--- src/rtl/imem_boot_monitor.sv ---
// Boot and run controller for the MIPS core. It streams a program image into imem with the core
// held in reset, releases the core, then watches the dmem write bus for results, completion or timeout.
module imem_boot_monitor #(
   parameter int DW          = 32,
   parameter int AW          = 7,
   parameter int NUM_WATCH   = 10,
   parameter int WATCH_BASE  = 100,
   parameter int DONE_ADDR   = 127,
   parameter int PASS_VALUE  = 1,
   parameter int RELEASE_DLY = 2,
   parameter int CW          = 16,
   parameter int TIMEOUT     = 1000
) (
   input  logic                    clk,
   input  logic                    reset,
   input  logic                    start,
   input  logic                    ld_valid,
   output logic                    ld_ready,
   input  logic [DW-1:0]           ld_data,
   input  logic                    ld_last,
   output logic                    imem_we,
   output logic [AW-1:0]           imem_addr,
   output logic [DW-1:0]           imem_wdata,
   output logic                    cpu_reset,
   input  logic                    dmem_we,
   input  logic [AW-1:0]           dmem_addr,
   input  logic [DW-1:0]           dmem_wdata,
   output logic                    busy,
   output logic                    done,
   output logic                    pass,
   output logic                    timeout,
   output logic                    load_err,
   output logic [DW-1:0]           result,
   output logic [CW-1:0]           cycles,
   output logic [AW:0]             load_count,
   output logic [NUM_WATCH*DW-1:0] watch_data
);

   typedef enum logic [2:0] {
      S_IDLE,
      S_LOAD,
      S_HOLD,
      S_RUN,
      S_DONE,
      S_TOUT
   } state_t;

   localparam int              DLYW      = (RELEASE_DLY > 1) ? $clog2(RELEASE_DLY) : 1;
   localparam logic [DLYW-1:0] DLY_LAST  = DLYW'(RELEASE_DLY - 1);
   localparam logic [CW-1:0]   CYC_LIMIT = CW'(TIMEOUT);
   localparam logic [AW-1:0]   PTR_MAX   = '1;
   localparam logic [AW-1:0]   DONE_WORD = AW'(DONE_ADDR);
   localparam logic [DW-1:0]   PASS_WORD = DW'(PASS_VALUE);
   localparam logic [31:0]     WIN_LO    = 32'(WATCH_BASE);
   localparam logic [31:0]     WIN_HI    = 32'(WATCH_BASE + NUM_WATCH);

   state_t          state_q, state_d;
   logic [AW:0]     load_count_q, load_count_d;
   logic [DLYW-1:0] dly_q, dly_d;
   logic [CW-1:0]   cycles_q, cycles_d;
   logic [DW-1:0]   result_q, result_d;
   logic            done_q, done_d;
   logic            pass_q, pass_d;
   logic            timeout_q, timeout_d;
   logic            load_err_q, load_err_d;
   logic [DW-1:0]   watch_q [NUM_WATCH];
   logic [DW-1:0]   watch_d [NUM_WATCH];

   logic [31:0]     addr_ext;
   logic [31:0]     watch_idx;
   logic            watch_hit;
   logic            done_hit;
   logic [CW-1:0]   cyc_next;

   assign addr_ext  = 32'(dmem_addr);
   assign watch_idx = addr_ext - WIN_LO;
   assign watch_hit = dmem_we && (addr_ext >= WIN_LO) && (addr_ext < WIN_HI);
   assign done_hit  = dmem_we && (dmem_addr == DONE_WORD);
   assign cyc_next  = cycles_q + CW'(1);

   // The load pointer is the low part of load_count; the extra top bit lets a
   // full-depth load report 2^AW words.
   assign ld_ready   = (state_q == S_LOAD);
   assign imem_we    = ld_valid & ld_ready;
   assign imem_addr  = load_count_q[AW-1:0];
   assign imem_wdata = ld_data;
   assign cpu_reset  = (state_q != S_RUN);
   assign busy       = (state_q == S_LOAD) || (state_q == S_HOLD) || (state_q == S_RUN);

   assign done       = done_q;
   assign pass       = pass_q;
   assign timeout    = timeout_q;
   assign load_err   = load_err_q;
   assign result     = result_q;
   assign cycles     = cycles_q;
   assign load_count = load_count_q;

   for (genvar g = 0; g < NUM_WATCH; g++) begin : g_watch_out
      assign watch_data[g*DW +: DW] = watch_q[g];
   end

   always_comb begin
      // NOTE: every next-state variable takes its hold value first, so no path
      // through the case statement can leave one unassigned and infer a latch.
      state_d      = state_q;
      load_count_d = load_count_q;
      dly_d        = dly_q;
      cycles_d     = cycles_q;
      result_d     = result_q;
      done_d       = done_q;
      pass_d       = pass_q;
      timeout_d    = timeout_q;
      load_err_d   = load_err_q;
      watch_d      = watch_q;

      unique case (state_q)
         S_IDLE, S_DONE, S_TOUT: begin
            if (start) begin
               state_d      = S_LOAD;
               load_count_d = '0;
               cycles_d     = '0;
               result_d     = '0;
               done_d       = 1'b0;
               pass_d       = 1'b0;
               timeout_d    = 1'b0;
               load_err_d   = 1'b0;
               for (int i = 0; i < NUM_WATCH; i++) watch_d[i] = '0;
            end
         end

         S_LOAD: begin
            if (ld_valid) begin
               load_count_d = load_count_q + (AW+1)'(1);
               if (ld_last) begin
                  state_d = S_HOLD;
                  dly_d   = '0;
               end else if (load_count_q[AW-1:0] == PTR_MAX) begin
                  // The last imem word was just written and the stream has not ended.
                  state_d    = S_HOLD;
                  dly_d      = '0;
                  load_err_d = 1'b1;
               end
            end
         end

         S_HOLD: begin
            if (dly_q == DLY_LAST) state_d = S_RUN;
            else                   dly_d   = dly_q + DLYW'(1);
         end

         S_RUN: begin
            cycles_d = cyc_next;
            for (int i = 0; i < NUM_WATCH; i++) begin
               if (watch_hit && (watch_idx == 32'(i))) watch_d[i] = dmem_wdata;
            end
            // A completion store in the budget's final cycle still counts as done.
            if (done_hit) begin
               state_d  = S_DONE;
               done_d   = 1'b1;
               result_d = dmem_wdata;
               pass_d   = (dmem_wdata == PASS_WORD);
            end else if (cyc_next == CYC_LIMIT) begin
               state_d   = S_TOUT;
               timeout_d = 1'b1;
               pass_d    = 1'b0;
            end
         end

         default: state_d = S_IDLE;
      endcase
   end

   // NOTE: state is updated with non-blocking assignments so every register
   // samples the values from before the edge, whatever the statement order.
   always_ff @(posedge clk or negedge reset) begin
      if (!reset) begin
         state_q      <= S_IDLE;
         load_count_q <= '0;
         dly_q        <= '0;
         cycles_q     <= '0;
         result_q     <= '0;
         done_q       <= 1'b0;
         pass_q       <= 1'b0;
         timeout_q    <= 1'b0;
         load_err_q   <= 1'b0;
         // NOTE: the watch words are visible outputs, so this small register
         // array is reset like any other flop rather than left as RAM.
         for (int i = 0; i < NUM_WATCH; i++) watch_q[i] <= '0;
      end else begin
         state_q      <= state_d;
         load_count_q <= load_count_d;
         dly_q        <= dly_d;
         cycles_q     <= cycles_d;
         result_q     <= result_d;
         done_q       <= done_d;
         pass_q       <= pass_d;
         timeout_q    <= timeout_d;
         load_err_q   <= load_err_d;
         for (int i = 0; i < NUM_WATCH; i++) watch_q[i] <= watch_d[i];
      end
   end

endmodule

--- config.mk ---
export PLATFORM = sky130hd
export DESIGN_NAME = imem_boot_monitor
export DESIGN_NICKNAME = d
export VERILOG_FILES = /design/src/rtl/imem_boot_monitor.sv
export SDC_FILE = /design/constraint.sdc
export NUM_CORES = 1
export LEC_CHECK = 0
export CAP_MARGIN = 15
export CORE_ASPECT_RATIO = 0.7
export CORE_MARGIN = 3
export CORE_UTILIZATION = 43
export CTS_BUF_LIST = sky130_fd_sc_hd__clkbuf_4
export CTS_CLUSTER_SIZE = 8
export DETAILED_ROUTE_END_ITERATION = 6
export GPL_ROUTABILITY_DRIVEN = 0
export MAX_ROUTING_LAYER = met4
export PLACE_DENSITY = 0.88
export RECOVER_POWER = 25
export REMOVE_ABC_BUFFERS = 1
export SLEW_MARGIN = 20
export SYNTH_ARGS = -nofsm -noshare
export SYNTH_HDL_FRONTEND = slang
export SYNTH_SLANG_ARGS = --single-unit
--- constraint.sdc ---
create_clock -name clk -period 1.9 [get_ports clk]
set_input_delay 0.19 -clock clk [delete_from_list [all_inputs] [get_ports clk]]
set_output_delay 0.19 -clock clk [all_outputs]
set_load 0.03 [all_outputs]
### Yosys cells after proc, flatten, opt, wreduce, memory -nomap -nowiden

Cells that the tools add are included.

| storage, ports and cells | value |
|---|---|
| register bits after elaboration | 384 |
| latch bits | 0 |
| memory bits (writable) | 0 |
| ROM bits | 0 |
| bits of input ports | 77 |
| output and inout port bits | 423 |
| logic and storage cells | 150 |
| memories | 0 |

| operators by class | value |
|---|---|
| $add $sub $neg | 4 |
| $mul | 0 |
| divide/modulo/power cells | 0 |
| order comparisons | 2 |
| eq/ne operators | 39 |
| shift-type cells | 0 |
| mux-type cells | 46 |
| bitwise gates (word level) | 1 |
| reductions and logical operators | 39 |

Operator list:

| operator | count |
|---|---|
| 320-bit one-hot mux with 2 select lines | 1 |
| 32-bit 2-to-1 mux | 12 |
| 320-bit 2-to-1 mux | 1 |
| 32-bit by 3-bit equality test with 1-bit output, second input constant | 4 |
| 32-bit by 1-bit equality test with 1-bit output, second input constant | 2 |
| 32-bit by 2-bit equality test with 1-bit output, second input constant | 2 |
| 32-bit by 4-bit equality test with 1-bit output, second input constant | 2 |
| 32-bit one-hot mux with 2 select lines | 1 |
| 3-bit AND reduction | 14 |
| 32-bit logical NOT | 1 |
| 16-bit one-hot mux with 2 select lines | 1 |
| 2-bit by 1-bit inequality test with 1-bit output, second input constant | 12 |
| 3-bit 2-to-1 mux | 7 |
| 16-bit by 1-bit adder with 16-bit output, second input constant | 1 |
| 16-bit by 10-bit equality test with 1-bit output, second input constant | 1 |
| 16-bit 2-to-1 mux | 1 |
| 8-bit 2-to-1 mux | 2 |
| 8-bit one-hot mux with 2 select lines | 1 |
| 7-bit equality test, second input constant | 2 |
| 1-bit logical AND | 13 |
| 1-bit 2-to-1 mux | 13 |
| 2-bit inequality test, second input constant | 6 |
| 3-bit one-hot mux with 4 select lines | 1 |
| 1-bit one-hot mux with 2 select lines | 5 |
| 18 further kinds | 25 |

### Longest topological paths before layout

| logic depth | value |
|---|---|
| depth after elaboration | 6 |
| gate-level depth with buffers | 9 |
| gate-level depth less buffers | 6 |

### Least setup slack after synthesis

No wires, ideal clock.

| path | value |
|---|---|
| kind | register to register |
| from | register cycles_q[0] (netlist: cycles[0]) |
| to | register pass_q (netlist: pass) |
| library setup time | 0.126 ns |
| arrival | 2.112 ns |
| required time | 1.774 ns |
| slack | -0.338 ns |
| stages on the path, launching flop included | 7 |
| path buffers | 0 |
| period minus slack after synthesis | 2.238 ns |
| cell sequence | dfrtp_1 -> ha_1 -> nand3_1 -> or4_1 -> a211oi_1 -> o2111ai_1 -> a221o_1 |

| on the way | value |
|---|---|
| cells in the longest elaborated chain, start to end | 4 |

Ends and longest elaborated chain:

| item | RTL line | RTL |
|---|---|---|
| from (decl) | 60 | `logic [CW-1:0] cycles_q, cycles_d;` |
| from (signal assigned) | 193 | `cycles_q <= cycles_d;` |
| 16-bit by 1-bit adder with 16-bit output | 79 | `assign cyc_next = cycles_q + CW'(1);` |
| 16-bit by 10-bit equality test with 1-bit output | 162 | `end else if (cyc_next == CYC_LIMIT) begin` |
| 3-bit by 2-bit inequality test with 1-bit output (no line) | -- |  |
| 3-bit AND reduction (no line) | -- |  |
| to (signal assigned) | 196 | `pass_q <= pass_d;` |
| to (decl) | 63 | `logic pass_q, pass_d;` |

No other way between the ends.
A chain may end at the register's enable or synchronous reset.

### Worst setup path after layout

| path | value |
|---|---|
| from | register state_q[2] |
| to | register watch_q (netlist bit watch_data[171]) |

| on the way | value |
|---|---|
| cells in the longest elaborated chain, start to end | 4 |
| elaborated cells on any way between the ends | 10 |
| classes of those cells | eq/ne: 5; mux: 1; reduce/logical: 4 |

Ends and longest elaborated chain:

| item | RTL line | RTL |
|---|---|---|
| from (decl) | 57 | `state_t state_q, state_d;` |
| from (signal assigned) | 190 | `state_q <= state_d;` |
| 3-bit equality test or 3-bit logical NOT (tied branches) | 116 | `unique case (state_q)` |
| 3-bit OR reduction | 116 |  |
| 2-bit inequality test (no line) or 2-bit nonzero test (tied branches) | -- |  |
| 3-bit AND reduction (no line) | -- |  |
| to (decl) | 66 | `logic [DW-1:0] watch_q [NUM_WATCH];` |

Parallel ways exist; a longest one is shown, timed or not.

==> results.tsv <==
stage	metric	value	unit
setup_path	CP bufs+invs	3	
drt	routed length on met1	24800	um
outcome	status	complete, but fails checks	
floorplanning	I/O pin count	500	
timing	Final setup viols	410	
synth	async set-or-reset flop fraction in the synthesized netlist	100	%
drt	Met3 Wirelength	7890	um
drt	metal2 WL	32500	um
cts	CTS clk-pin slew, worst paths	90	ps
grt	pin count of the biggest net entering global routing	83	
cts	CTS tree	done	
timing	Slew Viols, Final	0	
setup_path	critical path arrival	2970	ps
drt	Avg WL per Cell	26.5	um
grt	Total GRT Usage	32.8	%
cts	# clock sinks	384	
synth	Yosys top cell by area	dfrtp_1	
grt	final global-route overflow total	0	
setup_path	critical path class	reg2reg	
cts	CTS Root Cell	clkbuf_4	
layout	fillers	2321	
timing	fmax	424	MHz
place	Inst Count DP	2313	
timing	unrepaired setup endpoints after global routing	true	
timing	post-route minimum period	2360	ps
grt	global-route wire length before repair	91600	um
drt	Routed WL	68300	um
place	port bufs	435	
drt	uppermost layer routed	met4	
layout	register area	9610	sq um
setup_path	CP Launch Point	state_q[2]	
timing	Final Hold Fails	0	
drt	initial DRC count	1457	
setup_path	terminus of the critical flop-to-flop path	watch_data[171]	
setup_path	CP top delay family	simple AND/OR/NAND/NOR gates	
setup_path	Slowest-stage cell, CP	dfrtp_2	
drt	Residual DRC	0	
synth	Mapped Avg Cell Area	11.3	sq um
drt	vias per cell	5.77	
drt	via count	14800	
place	DP HPWL	39800	um
setup_path	worst-case reg-to-reg path depth	7	
cts	cts bufs inserted	91	
synth	share of the yosys chip area belonging to registers	61.8	%
synth	top-area cell type share of the netlist area	61.8	%
layout	fin util	70.6	%
cts	worst skew pair latency	770	ps
timing	Slew @ Worst Pin	1370	ps
setup_path	delay of the slowest cell on the worst path	440	ps
cts	Clock Path Buffers	3	
layout	fin cells	2573	
setup_path	crit-path cells	and3b_4 > clkinvlp_4 > buf_6 > nor3b_4 > a41o_4 > buf_12 > mux2_4	
layout	Nets	2106	
drt	DR pass1 iterations	7	
floorplanning	die area	38500	sq um
synth	Post-synth EDFFs	0	
timing	worst setup margin	-459	ps
timing	Final Skew	54.0	ps
layout	area of the multi-input gates	6490	sq um
timing	Hold WS	130	ps
setup_path	CP Depth	7	
floorplanning	site row count	57	
setup_path	critical path peak fanout	11	
flow_run	Max Cap Viol	0	
synth	distinct cell type count after synthesis	54	
floorplanning	initial core utilization	44.2	%
synth	Cell Area, Synth	15500	sq um
hold_path	Hold WC Path Type	in2reg	
synth	dominant synthesized flop cell	dfrtp_1	
synth	Syn Inst Count	1378	
power	Peak VDD IR	1.01	mV
grt	initial antenna violation count	2	
setup_path	R2R setup slack	-460	ps
drt	Antenna Nets Post-Route	0	
setup_path	Crit Reg-Reg Startpoint	state_q[2]	
layout	P&R area growth vs syn	59.6	%
outcome	failing checks	setup timing	
timing	Final period util	124	%
setup_path	Startpoint Class	flip-flop	
synth	Yosys warning count	0	
floorplanning	core area	35200	sq um
synth	Yosys reg bits	384	
floorplanning	Die W	233	um
timing	Max transition margin	8.74	%
power	Pwr Density	1630	nW/um^2
layout	share of layout cells above drive strength 1	36.2	%
floorplanning	Die Y	165	um
setup_path	worst setup path end	watch_data[171]	
hold_path	hold path start	dmem_wdata[0]	
setup_path	Crit path required time	2510	ps
setup_path	CP Capture Type	flip-flop	
grt	vias in the first global route	15000	
power	Leak	13.0	nW
cts	Max H-tree Level	3	
synth	top cells by area, synth	dfrtp_1 (62%), mux2_2 (12%), nand2_1 (7.5%)	
==> power breakdown <==
| group | internal (mW) | switching [mW] | total, mW |
|---|---|---|---|
| clock network | 3.52 | 3.44 | 6.97 |
| registers | 11.4 | 2.42 | 13.9 |
| logic | 7.10 | 12.4 | 19.5 |
==> per-stage QoR <==
step                setup slack [ps]  total power, mW  setup TNS, ps  instance area, sq um
CTS                             -397             38.6         -79610                 23500
global placement                -372             32.5         -28480                 21400
global route                    -506             41.9        -130810                 24800
detailed placement              -375             33.2         -38610                 21400
floorplan                      -2920             23.3        -677400                 14900
finish                          -459             40.4        -109230                 24800
==> cells by family after synthesis <==
logic type | after synthesis | synth area share [%]
buffers and inverters | 124 | 4.30
AO/OA/AOI/OAI | 265 | 9.35
AND/OR/NAND/NOR | 435 | 12.3
multiplexers | 164 | 11.8
adder cells (fa/ha/maj) | 2 | 0.161
flip-flops | 384 | 61.8
XOR/XNOR | 4 | 0.225
==> cell usage after synthesis (4+ instances only) <==
| cell type | number |
|---|---|
| nor4_1 | 11 |
| o21ai_0 | 221 |
| mux2i_1 | 4 |
| nand3_1 | 9 |
| and3_1 | 5 |
| nor2_1 | 23 |
| a21oi_1 | 10 |
| a31oi_1 | 4 |
| clkbuf_1 | 54 |
| buf_4 | 42 |
| nand2_1 | 312 |
| dfrtp_1 | 384 |
| nand4_1 | 10 |
| o31ai_1 | 4 |
| mux2_2 | 160 |
| buf_2 | 18 |
| nor3_1 | 10 |
| inv_1 | 5 |
| and2_1 | 35 |
==> sequential cells by signal (all words and copies together), names as in the netlist <==
register and cells:
result 32, pass 1, state_q 3, done 1
dly_q 1, cycles 16, watch_data 320, timeout 1
load_count 8, load_err 1
==> per-layer routing <==
| metal | GRT usage (%) | vias to the layer above |
|---|---|---|
| met5 | - | - |
| met4 | 12.6 | 0 |
| met3 | 10.2 | 254 |
| met2 | 52.8 | 1126 |
| met1 | 39.0 | 7417 |
| li1 | - | 6048 |
==> what timing repair did <==
item | 4_1_cts | 5_1_grt
setup endpoints to repair | 689 | 366
pin swaps | 34 | 87
gates resized for setup | 598 | 322
setup buffers | 32 | 34
endpoints found under the hold margin | 384 | 0
cloned | 22 | 15
hold buffers | 2 | 0
==> final cells by class <==
type	instances	share of cell area, %
sequential	384	38.7
timing repair buffer	675	27.9
tap	472	2.38
antenna	5	0.0504
inverter	5	0.101
clock inverter	27	0.640
clock buffer	135	4.08
multi-input combinational	870	26.1
==> how the worst min path moves through the flow <==
stage          slack (ps)  cells after the start         endpoint
4_1_cts                40                      3   watch_data[32]
3_3_place_gp          120                      1  watch_data[184]
3_5_place_dp          120                      1  watch_data[184]
6_report              130                      3   watch_data[64]
2_1_floorplan        -110                      0        cycles[0]
5_1_grt               100                      3   watch_data[64]
==> worst register-to-register path: stages (launching register included) <==
cell and delay [ps]:
dfrtp_2 440, and3b_4 330, clkinvlp_4 150, buf_6 160
nor3b_4 250, a41o_4 360, buf_12 210, mux2_4 320
==> placed cells by master, fill, tap and decap left out, types with 24 or more instances in the layout <==
| cell | instances |
|---|---|
| and2_1 | 33 |
| buf_12 | 30 |
| buf_4 | 130 |
| buf_6 | 35 |
| clkbuf_4 | 136 |
| clkdlybuf4s15_2 | 24 |
| clkdlybuf4s50_1 | 43 |
| dfrtp_1 | 382 |
| dlygate4sd2_1 | 358 |
| mux2_2 | 102 |
| mux2_4 | 58 |
| nand2_1 | 237 |
| nand2_2 | 24 |
| nand2_4 | 51 |
| o21ai_0 | 127 |
| o21ai_1 | 37 |
| o21ai_2 | 59 |
Note: power is estimated with default switching activity, not from simulation.
